### config.mk
export PLATFORM = sky130hd
export DESIGN_NAME = data_island_scheduler
export DESIGN_NICKNAME = d
export VERILOG_FILES = /design/src/rtl/hdmi_timing_pkg.sv /design/src/rtl/raster_counter.sv /design/src/rtl/data_island_scheduler.sv
export SDC_FILE = /design/constraint.sdc
export NUM_CORES = 1
export LEC_CHECK = 0
export ABC_CLOCK_PERIOD_IN_PS = 3500
export CAP_MARGIN = 20
export CELL_PAD_IN_SITES_DETAIL_PLACEMENT = 1
export CELL_PAD_IN_SITES_GLOBAL_PLACEMENT = 2
export CORE_ASPECT_RATIO = 0.6
export CORE_MARGIN = 2
export CORE_UTILIZATION = 30
export DETAILED_ROUTE_END_ITERATION = 12
export PLACE_DENSITY_LB_ADDON = 0.05
export RECOVER_POWER = 100
export SYNTH_ARGS = -nofsm -noshare
export SYNTH_HDL_FRONTEND = slang
export SYNTH_SLANG_ARGS = --single-unit
### constraint.sdc
create_clock -name clk_pixel -period 3.5 [get_ports clk_pixel]
set_input_delay 0.7 -clock clk_pixel [delete_from_list [all_inputs] [get_ports clk_pixel]]
set_output_delay 0.7 -clock clk_pixel [all_outputs]
set_load 0.02 [all_outputs]
### src/rtl/hdmi_timing_pkg.sv
// rtl/hdmi_timing_pkg.sv - shared HDMI period modes and period lengths
package hdmi_timing_pkg;

    typedef enum logic [2:0] {
        MODE_CONTROL         = 3'd0,
        MODE_VIDEO_PREAMBLE  = 3'd1,
        MODE_VIDEO_GUARD     = 3'd2,
        MODE_VIDEO           = 3'd3,
        MODE_ISLAND_PREAMBLE = 3'd4,
        MODE_ISLAND_GUARD    = 3'd5,
        MODE_ISLAND_DATA     = 3'd6
    } mode_t;

    localparam int PREAMBLE_LEN = 8;
    localparam int GUARD_LEN    = 2;
    localparam int PACKET_LEN   = 32;
    localparam int CTL_LEAD     = 4;
    localparam int CTL_MIN_GAP  = 12;

    // Blanking pixels consumed by everything in a line except the packets themselves.
    localparam int BLANK_OVERHEAD = CTL_LEAD + PREAMBLE_LEN + 2 * GUARD_LEN + CTL_MIN_GAP
                                  + PREAMBLE_LEN + GUARD_LEN;

    function automatic int packets_per_island(input int frame_width, input int screen_width,
                                              input int max_packets);
        int fit;
        fit = (frame_width - screen_width - BLANK_OVERHEAD) / PACKET_LEN;
        if (fit < 0) fit = 0;
        return (fit < max_packets) ? fit : max_packets;
    endfunction

endpackage

### src/rtl/raster_counter.sv
// rtl/raster_counter.sv - pixel/line counters with a registered end-of-frame flag
module raster_counter #(
    parameter int FRAME_WIDTH  = 858,
    parameter int SCREEN_WIDTH = 720,
    parameter int FRAME_HEIGHT = 525,
    parameter int BIT_WIDTH    = $clog2(FRAME_WIDTH),
    parameter int BIT_HEIGHT   = $clog2(FRAME_HEIGHT)
) (
    input  logic                  clk_pixel,
    input  logic                  reset,
    output logic [BIT_WIDTH-1:0]  cx,
    output logic [BIT_HEIGHT-1:0] cy,
    output logic                  frame_end
);

    localparam logic [BIT_WIDTH-1:0]  LAST_X = BIT_WIDTH'(FRAME_WIDTH - 1);
    localparam logic [BIT_HEIGHT-1:0] LAST_Y = BIT_HEIGHT'(FRAME_HEIGHT - 1);

    logic [BIT_WIDTH-1:0]  cx_next;
    logic [BIT_HEIGHT-1:0] cy_next;
    logic                  line_end;

    assign line_end = (cx == LAST_X);

    always_comb begin
        cx_next = line_end ? '0 : cx + 1'b1;
        cy_next = cy;
        if (line_end) cy_next = (cy == LAST_Y) ? '0 : cy + 1'b1;
    end

    // frame_end is computed from the next position so it lines up with the registered cx/cy.
    always_ff @(posedge clk_pixel) begin
        if (reset) begin
            cx        <= BIT_WIDTH'(SCREEN_WIDTH);
            cy        <= LAST_Y;
            frame_end <= 1'b0;
        end else begin
            cx        <= cx_next;
            cy        <= cy_next;
            frame_end <= (cx_next == LAST_X) && (cy_next == LAST_Y);
        end
    end

endmodule

### src/rtl/data_island_scheduler.sv
// rtl/data_island_scheduler.sv - HDMI period sequencer: raster, video and data island timing
module data_island_scheduler
    import hdmi_timing_pkg::*;
#(
    parameter int FRAME_WIDTH   = 858,
    parameter int SCREEN_WIDTH  = 720,
    parameter int FRAME_HEIGHT  = 525,
    parameter int SCREEN_HEIGHT = 480,
    parameter int MAX_PACKETS   = 18,
    parameter int BIT_WIDTH     = $clog2(FRAME_WIDTH),
    parameter int BIT_HEIGHT    = $clog2(FRAME_HEIGHT)
) (
    input  logic                  clk_pixel,
    input  logic                  reset,
    input  logic                  island_enable,
    output logic [BIT_WIDTH-1:0]  cx,
    output logic [BIT_HEIGHT-1:0] cy,
    output logic [2:0]            mode,
    output logic                  packet_enable,
    output logic [4:0]            packet_pixel_counter,
    output logic                  video_field_end
);

    localparam int  S          = SCREEN_WIDTH + CTL_LEAD;
    localparam int  N          = packets_per_island(FRAME_WIDTH, SCREEN_WIDTH, MAX_PACKETS);
    localparam bit  ISLANDS_ON = (N > 0);
    localparam int  LEN_W      = $clog2(PACKET_LEN * MAX_PACKETS + PREAMBLE_LEN + 1);

    localparam logic [BIT_WIDTH-1:0]  X_ISL_ARM = BIT_WIDTH'(S - 1);
    localparam logic [BIT_WIDTH-1:0]  X_VID_ARM = BIT_WIDTH'(FRAME_WIDTH - PREAMBLE_LEN - GUARD_LEN - 1);
    localparam logic [BIT_WIDTH-1:0]  X_VID_END = BIT_WIDTH'(SCREEN_WIDTH - 1);
    localparam logic [BIT_HEIGHT-1:0] Y_PRE_END = BIT_HEIGHT'(SCREEN_HEIGHT - 1);
    localparam logic [BIT_HEIGHT-1:0] Y_LAST    = BIT_HEIGHT'(FRAME_HEIGHT - 1);

    localparam logic [LEN_W-1:0] PRE_LEN  = LEN_W'(PREAMBLE_LEN - 1);
    localparam logic [LEN_W-1:0] GB_LEN   = LEN_W'(GUARD_LEN - 1);
    localparam logic [LEN_W-1:0] DATA_LEN = LEN_W'(PACKET_LEN * N - 1);
    localparam logic [LEN_W-1:0] PKT_LEN  = LEN_W'(PACKET_LEN);

    typedef enum logic [2:0] {
        ST_CTL, ST_ISL_PRE, ST_ISL_LGB, ST_ISL_DATA, ST_ISL_TGB, ST_VID_PRE, ST_VID_GB, ST_VIDEO
    } state_t;

    state_t           state;
    logic [LEN_W-1:0] len;
    logic             next_line_active;

    raster_counter #(
        .FRAME_WIDTH  (FRAME_WIDTH),
        .SCREEN_WIDTH (SCREEN_WIDTH),
        .FRAME_HEIGHT (FRAME_HEIGHT),
        .BIT_WIDTH    (BIT_WIDTH),
        .BIT_HEIGHT   (BIT_HEIGHT)
    ) u_raster (
        .clk_pixel (clk_pixel),
        .reset     (reset),
        .cx        (cx),
        .cy        (cy),
        .frame_end (video_field_end)
    );

    assign next_line_active = (cy < Y_PRE_END) || (cy == Y_LAST);

    // Each branch decides the period of the pixel presented next, so mode tracks cx exactly.
    always_ff @(posedge clk_pixel) begin
        if (reset) begin
            state                <= ST_CTL;
            len                  <= '0;
            mode                 <= MODE_CONTROL;
            packet_enable        <= 1'b0;
            packet_pixel_counter <= 5'd0;
        end else begin
            packet_enable        <= 1'b0;
            packet_pixel_counter <= 5'd0;
            case (state)
                ST_CTL: begin
                    if (cx == X_ISL_ARM && island_enable && ISLANDS_ON) begin
                        state <= ST_ISL_PRE;
                        len   <= PRE_LEN;
                        mode  <= MODE_ISLAND_PREAMBLE;
                    end else if (cx == X_VID_ARM && next_line_active) begin
                        state <= ST_VID_PRE;
                        len   <= PRE_LEN;
                        mode  <= MODE_VIDEO_PREAMBLE;
                    end
                end
                ST_ISL_PRE: begin
                    if (len == '0) begin
                        state <= ST_ISL_LGB;
                        len   <= GB_LEN;
                        mode  <= MODE_ISLAND_GUARD;
                    end else begin
                        len <= len - 1'b1;
                    end
                end
                ST_ISL_LGB: begin
                    if (len == '0) begin
                        state <= ST_ISL_DATA;
                        len   <= DATA_LEN;
                        mode  <= MODE_ISLAND_DATA;
                    end else begin
                        len           <= len - 1'b1;
                        packet_enable <= (len == LEN_W'(1));
                    end
                end
                ST_ISL_DATA: begin
                    if (len == '0) begin
                        state <= ST_ISL_TGB;
                        len   <= GB_LEN;
                        mode  <= MODE_ISLAND_GUARD;
                    end else begin
                        len                  <= len - 1'b1;
                        packet_pixel_counter <= packet_pixel_counter + 5'd1;
                        // Strobe ahead of the next packet only while a whole packet still remains.
                        packet_enable        <= (packet_pixel_counter == 5'd30) && (len > PKT_LEN);
                    end
                end
                ST_ISL_TGB: begin
                    if (len == '0) begin
                        state <= ST_CTL;
                        mode  <= MODE_CONTROL;
                    end else begin
                        len <= len - 1'b1;
                    end
                end
                ST_VID_PRE: begin
                    if (len == '0) begin
                        state <= ST_VID_GB;
                        len   <= GB_LEN;
                        mode  <= MODE_VIDEO_GUARD;
                    end else begin
                        len <= len - 1'b1;
                    end
                end
                ST_VID_GB: begin
                    if (len == '0) begin
                        state <= ST_VIDEO;
                        mode  <= MODE_VIDEO;
                    end else begin
                        len <= len - 1'b1;
                    end
                end
                ST_VIDEO: begin
                    if (cx == X_VID_END) begin
                        state <= ST_CTL;
                        mode  <= MODE_CONTROL;
                    end
                end
                default: begin
                    state <= ST_CTL;
                    mode  <= MODE_CONTROL;
                end
            endcase
        end
    end

endmodule
After elaboration in Yosys (flattened, before gate mapping)
Index checks and enable logic that the tools add are counted.
Cells by class
  add/subtract/negate cells: 4
  $mul: 0
  div/mod/pow operators: 0
  $lt $le $gt $ge: 2
  eq/ne operators: 26
  shift operators: 0
  mux-type cells: 26
  bitwise gates (word level): 1
  reduce and logical (&&, ||, !) cells: 15
Operator list (count)
  $mux W10: 8
  $eq A10 B10 Y1 const B: 7
  $pmux W10 S4: 1
  $mux W3: 12
  $pmux W3 S8: 1
  $pmux W3 S7: 1
  $add A10 B1 Y10 const B: 2
  $ne A2 B2 Y1 const B: 8
  $eq A3 B3 Y1 const B: 4
  $eq A10 B1 Y1 const B: 1
  $gt A10 B6 Y1 const B: 1
  $logic_not A10 Y1: 1
  $lt A10 B9 Y1 const B: 1
  $sub A10 B1 Y10 const B: 1
  $reduce_and A8 Y1: 1
  $reduce_and A7 Y1: 1
  $eq A3 B2 Y1 const B: 2
  $reduce_or A3 Y1: 2
  $add A5 B1 Y5 const B: 1
  $eq A5 B5 Y1 const B: 1
  $logic_and A1 B1 Y1: 4
  $reduce_bool A4 Y1: 1
  $reduce_or A2 Y1: 2
  $eq A3 B1 Y1 const B: 1
  other kinds (8): 9
Word-level totals
  register bits after elaboration: 43
  latch bits: 0
  bits in writable memories: 0
  ROM bits: 0
  input port bits: 3
  output and inout bits: 30
  word-level logic and storage cells: 82
  memories: 0

Depth between registers and ports, before layout
  depth in word-level cells: 6
  gate-level depth with buffers: 9
  mapped depth without buffers: 8

Modules after synthesis
A second synthesis with hierarchy kept.
Unflattened totals
  cells, all modules: 299
  area, all modules: 2587.5 sq um
By module, submodules not included
  data_island_scheduler: times used 1, cells an instance 173, area an instance 1460.2 sq um
  raster_counter: times used 1, cells an instance 126, area an instance 1127.3 sq um

Worst setup path before layout
No wires, ideal clock.
  path kind: register to register
  start point: register u_raster.cx[0]
  end point: register state[2]
  library setup time: 0.087 ns
  arrival: 2.247 ns
  setup slack: 1.166 ns
  stages on the path, launching flop included: 8
  buffers on the path: 0
  path through: dfxtp_1 > ha_1 > nand3_1 > or4_2 > a22oi_2 > a21boi_4 > nor2_1 > nor4b_2
Between the ends
  word-level cells in the longest chain between the ends: 4
  elaborated cells between the ends (all ways): 10
Ends and longest elaborated chain
  from (decl): RTL line raster_counter.sv:11  | output logic [BIT_WIDTH-1:0] cx,
  from (signal assigned): RTL line raster_counter.sv:34  | cx <= BIT_WIDTH'(SCREEN_WIDTH);
  from (signal assigned): RTL line raster_counter.sv:38  | cx <= cx_next;
  $eq A10 B10 Y1, on equally long branches: RTL line data_island_scheduler.sv:77, data_island_scheduler.sv:81
  $logic_and A1 B1 Y1, on equally long branches: RTL line data_island_scheduler.sv:77, data_island_scheduler.sv:81
  $ne A3 B3 Y1 (no line) / $mux W3 (equally long branches)
  $reduce_and A8 Y1 (no line) / $pmux W3 S8 (equally long branches)
  to (signal assigned): RTL line data_island_scheduler.sv:78  | state <= ST_ISL_PRE;
  to (signal assigned): RTL line data_island_scheduler.sv:82  | state <= ST_VID_PRE;
  to (signal assigned): RTL line data_island_scheduler.sv:89  | state <= ST_ISL_LGB;
  to (decl): RTL line data_island_scheduler.sv:44  | state_t state;
Parallel ways exist; a longest one is shown, timed or not.
A chain may end at the register's enable or synchronous reset.

Final worst setup path
  start point: register u_raster.cy[0]
  end point: register len[0]
Between the ends
  word-level cells in the longest chain between the ends: 5
  elaborated cells between the ends (all ways): 6
Ends and longest elaborated chain
  from (decl): RTL line raster_counter.sv:12  | output logic [BIT_HEIGHT-1:0] cy,
  from (signal assigned): RTL line raster_counter.sv:39  | cy <= cy_next;
  $lt A10 B9 Y1 / $eq A10 B10 Y1 (equally long branches): RTL line data_island_scheduler.sv:62  | assign next_line_active = (cy < Y_PRE_END) || (cy == Y_LAST);
  $logic_or A1 B1 Y1 *: RTL line data_island_scheduler.sv:62
  $logic_and A1 B1 Y1 *: RTL line data_island_scheduler.sv:81  | end else if (cx == X_VID_ARM && next_line_active) begin
  $ne A3 B3 Y1 (no line) *
  $reduce_and A3 Y1 (no line) *
  to (signal assigned): RTL line data_island_scheduler.sv:93  | len <= len - 1'b1;
  to (signal assigned): RTL line data_island_scheduler.sv:102  | len <= len - 1'b1;
  to (signal assigned): RTL line data_island_scheduler.sv:112  | len <= len - 1'b1;
  to (decl): RTL line data_island_scheduler.sv:45  | logic [LEN_W-1:0] len;
Every way passes the cells marked *; elsewhere a longest branch is shown, timed or not.

==> flow_summary.json <==
{
  "syn-num-nets": 322,
  "seq_area_frac_synth_pct": 34.23,
  "synth_ff_type": "dfxtp_1",
  "mostFrequentLayoutCell": "dfxtp_1",
  "fmax_mhz": 362.2,
  "path_class": "reg -> reg",
  "preCtsSetupSlack_ps": 882.1,
  "hp-start": "packet_pixel_counter[0]",
  "cts_hold_buf": 0,
  "ios": 33,
  "die_x_um": 122.2,
  "slowest_stage": "o311ai_0",
  "hp-class": "reg -> reg",
  "syn_to_final_growth_pct": 19.20,
  "worstSetupStartpointType": "flop",
  "clockBufferDepth": 2,
  "setup_tns_ps": 0,
  "num_rows": 25,
  "switchingPower_mw": 0.8250,
  "startpoint": "u_raster.cy[0]",
  "die-area_sq_mm": 0.009155,
  "vias": 2383,
  "yosys_warnings": 0,
  "drive_gt1_share_pct": 5.621,
  "antenna_left": 0,
  "via_per_inst": 5.343,
  "clock-sinks": 43,
  "cts_resized": 0,
  "required_ps": 3650,
  "internal-power_mw": 1.151,
  "p_per_area_mw_per_mm2": 659.2,
  "drtIter0Drc": 150,
  "yosysUniqueCellTypes": 57,
  "antenna_found_initial": 0,
  "cts_setup_buffers": 0,
  "worstMarginPinSlew_ps": 1093,
  "crit_family": "compound AO/OA/AOI/OAI gates",
  "wl_per_cell_um": 17.34,
  "dp_hpwl_um": 5678,
  "cp-end-kind": "flop",
  "async_flop_share_pct": 0,
  "slew_headroom_pct": 26.19,
  "grt_max_degree": 23,
  "min_period_ps": 2761,
  "fin_crit_sh_pct": 78.89,
  "grt_pass1_vias": 2309,
  "clkLatencyLatePin_ps": 290,
  "syn_area_sq_mm": 0.002515,
  "finalSetupViolCount": 0,
  "worst_path_most_repeated_cell": "a21oi_1",
  "grt.overflow.total": 0,
  "slew_viol_final": 0,
  "htree_num_levels": 2,
  "path_buf_inv": 2,
  "p_comb_share_pct": 43.4,
  "reg2reg_from": "u_raster.cy[0]",
  "n_fill_cell": 971,
  "leakagePower_nw": 1.124,
  "fin_nets": 348,
  "slowest_delay_ps": 970,
  "cts_root_buffer": "clkbuf_16",
  "gp_congestion": 0.7500,
  "layout_common_cells": "dfxtp_1, nor2_1, dlygate4sd3_1",
  "rsz0062_at_grt": "no",
  "path_cells": "inv_1 -> ha_1 -> and4_1 -> o311ai_0 -> a21oi_1 -> buf_4 -> a21oi_1 -> nor2_1",
  "die_y_um": 74.92,
  "remaining_drc_errors": 0,
  "first_pass_iters": 4,
  "synth-seq-cells": 43,
  "hold_viol": 0,
  "skew_ps": 7.840,
  "p_sw_share_pct": 41.74,
  "fin_ws_ps": 739.0,
  "insertedDiodeCount": 0,
  "maxCapViolations": 0,
  "worst_ep_arrival_time_ps": 2910,
  "syn_area_per_cell_sq_um": 8.087,
  "initial_core_util_pct": 31.41,
  "clk_pin_slew_ps": 60,
  "status": "completed",
  "cts_tree": "yes",
  "wl_um": 7733,
  "gr-usage-all-layers_pct": 18.28,
  "ir_drop_uv": 212.5,
  "synth_edf_count": 0,
  "cts_buffers": 5,
  "core_area_sq_mm": 0.008008,
  "power_frac_seq_pct": 32.9,
  "critPathMaxFanout": 11,
  "syn_inst": 311,
  "final_util_pct": 37.44,
  "pwr-share-clk_pct": 23.7,
  "grt_pass1_wl_um": 12700,
  "port_buffers": 32
}
==> cell type report <==
class                      instances  area [sq um]  area share (%)
clock inverter                     1         5.005          0.1669
clock buffer                       7         132.6           4.424
multi-input combinational        238          1469           49.00
sequential                        43         860.8           28.71
tap                              108         135.1           4.508
timing repair buffer              37         350.3           11.69
inverter                          12         45.04           1.503
==> state kept, by name, summed over array words and instances (netlist names) <==
register,flops
len,10
packet_pixel_counter,5
state,3
packet_enable,1
mode,3
u_raster.cx,10
u_raster.cy,10
u_raster.frame_end,1
==> worst paths after layout <==
kind                            slack (ps)                       to  cells past startpoint
worst min-delay path                   490  packet_pixel_counter[0]                      1
worst min register to register         490  packet_pixel_counter[0]                      1
worst max register to register         740                   len[0]                      8
worst max-delay path                   740                   len[0]                      8
==> logic make-up after synthesis <==
kind of cell,Yosys count,synth area share [%]
muxes,2,0.8458
xor gates and xnor gates,14,4.876
buffers and inverters,30,5.771
and+or+nand+nor,145,31.79
adders and majority gates,8,3.980
AOI/OAI and AO/OA,69,18.51
DFF,43,34.23
==> cells in the mapped netlist, types with 6 or more instances <==
| library cell | instances | area [sq um] |
|---|---|---|
| dfxtp_1 | 43 | 860.8 |
| nor2_1 | 37 | 138.9 |
| nand2_1 | 23 | 86.33 |
| a21oi_1 | 20 | 100.1 |
| nor3_1 | 20 | 100.1 |
| nand3_1 | 14 | 70.07 |
| o21ai_0 | 14 | 70.07 |
| inv_1 | 12 | 45.04 |
| clkbuf_1 | 9 | 33.78 |
| ha_1 | 8 | 100.1 |
| nand4_1 | 8 | 50.05 |
| xor2_1 | 8 | 70.07 |
| xnor2_1 | 6 | 52.55 |
==> power by group through the flow <==
stage               registers, mW  clock network (mW)  logic [mW]
detailed placement          0.660                   0       0.871
global route                0.668               0.507       0.963
global placement            0.663                   0       0.874
CTS                         0.650               0.483       0.880
floorplan                   0.635                   0       0.645
finish                      0.650               0.467       0.859
==> metrics by stage <==
step / instances / area, sq um / power (mW) / hold slack (ps)
floorplan: 311 / 2515 / 1.279 / 467.1
global placement: 438 / 2908 / 1.537 / 461.7
detailed placement: 438 / 2908 / 1.531 / 475.5
CTS: 446 / 3045 / 2.013 / 492.1
global route: 446 / 2998 / 2.137 / 514.9
finish: 446 / 2998 / 1.976 / 490.4
==> worst reg2reg max path: cells and delay by family, from the launching register on <==
family	cells	cell delay [ps]
AOI/OAI and AO/OA	3	1340
and+or+nand+nor	2	300
adders and majority gates	1	200
buffers and inverters	2	300
DFF	1	480
==> layer usage <==
| layer | part of all wire [%] | track usage [%] | vias to the layer above |
|---|---|---|---|
| met5 | 0 | 0 | - |
| met4 | 0.52 | 3.065 | 0 |
| met3 | 3.8 | 3.864 | 5 |
| met2 | 36 | 23.89 | 47 |
| met1 | 59 | 29.96 | 1147 |
| li1 | - | - | 1184 |
(Power assumes the default switching activity.)
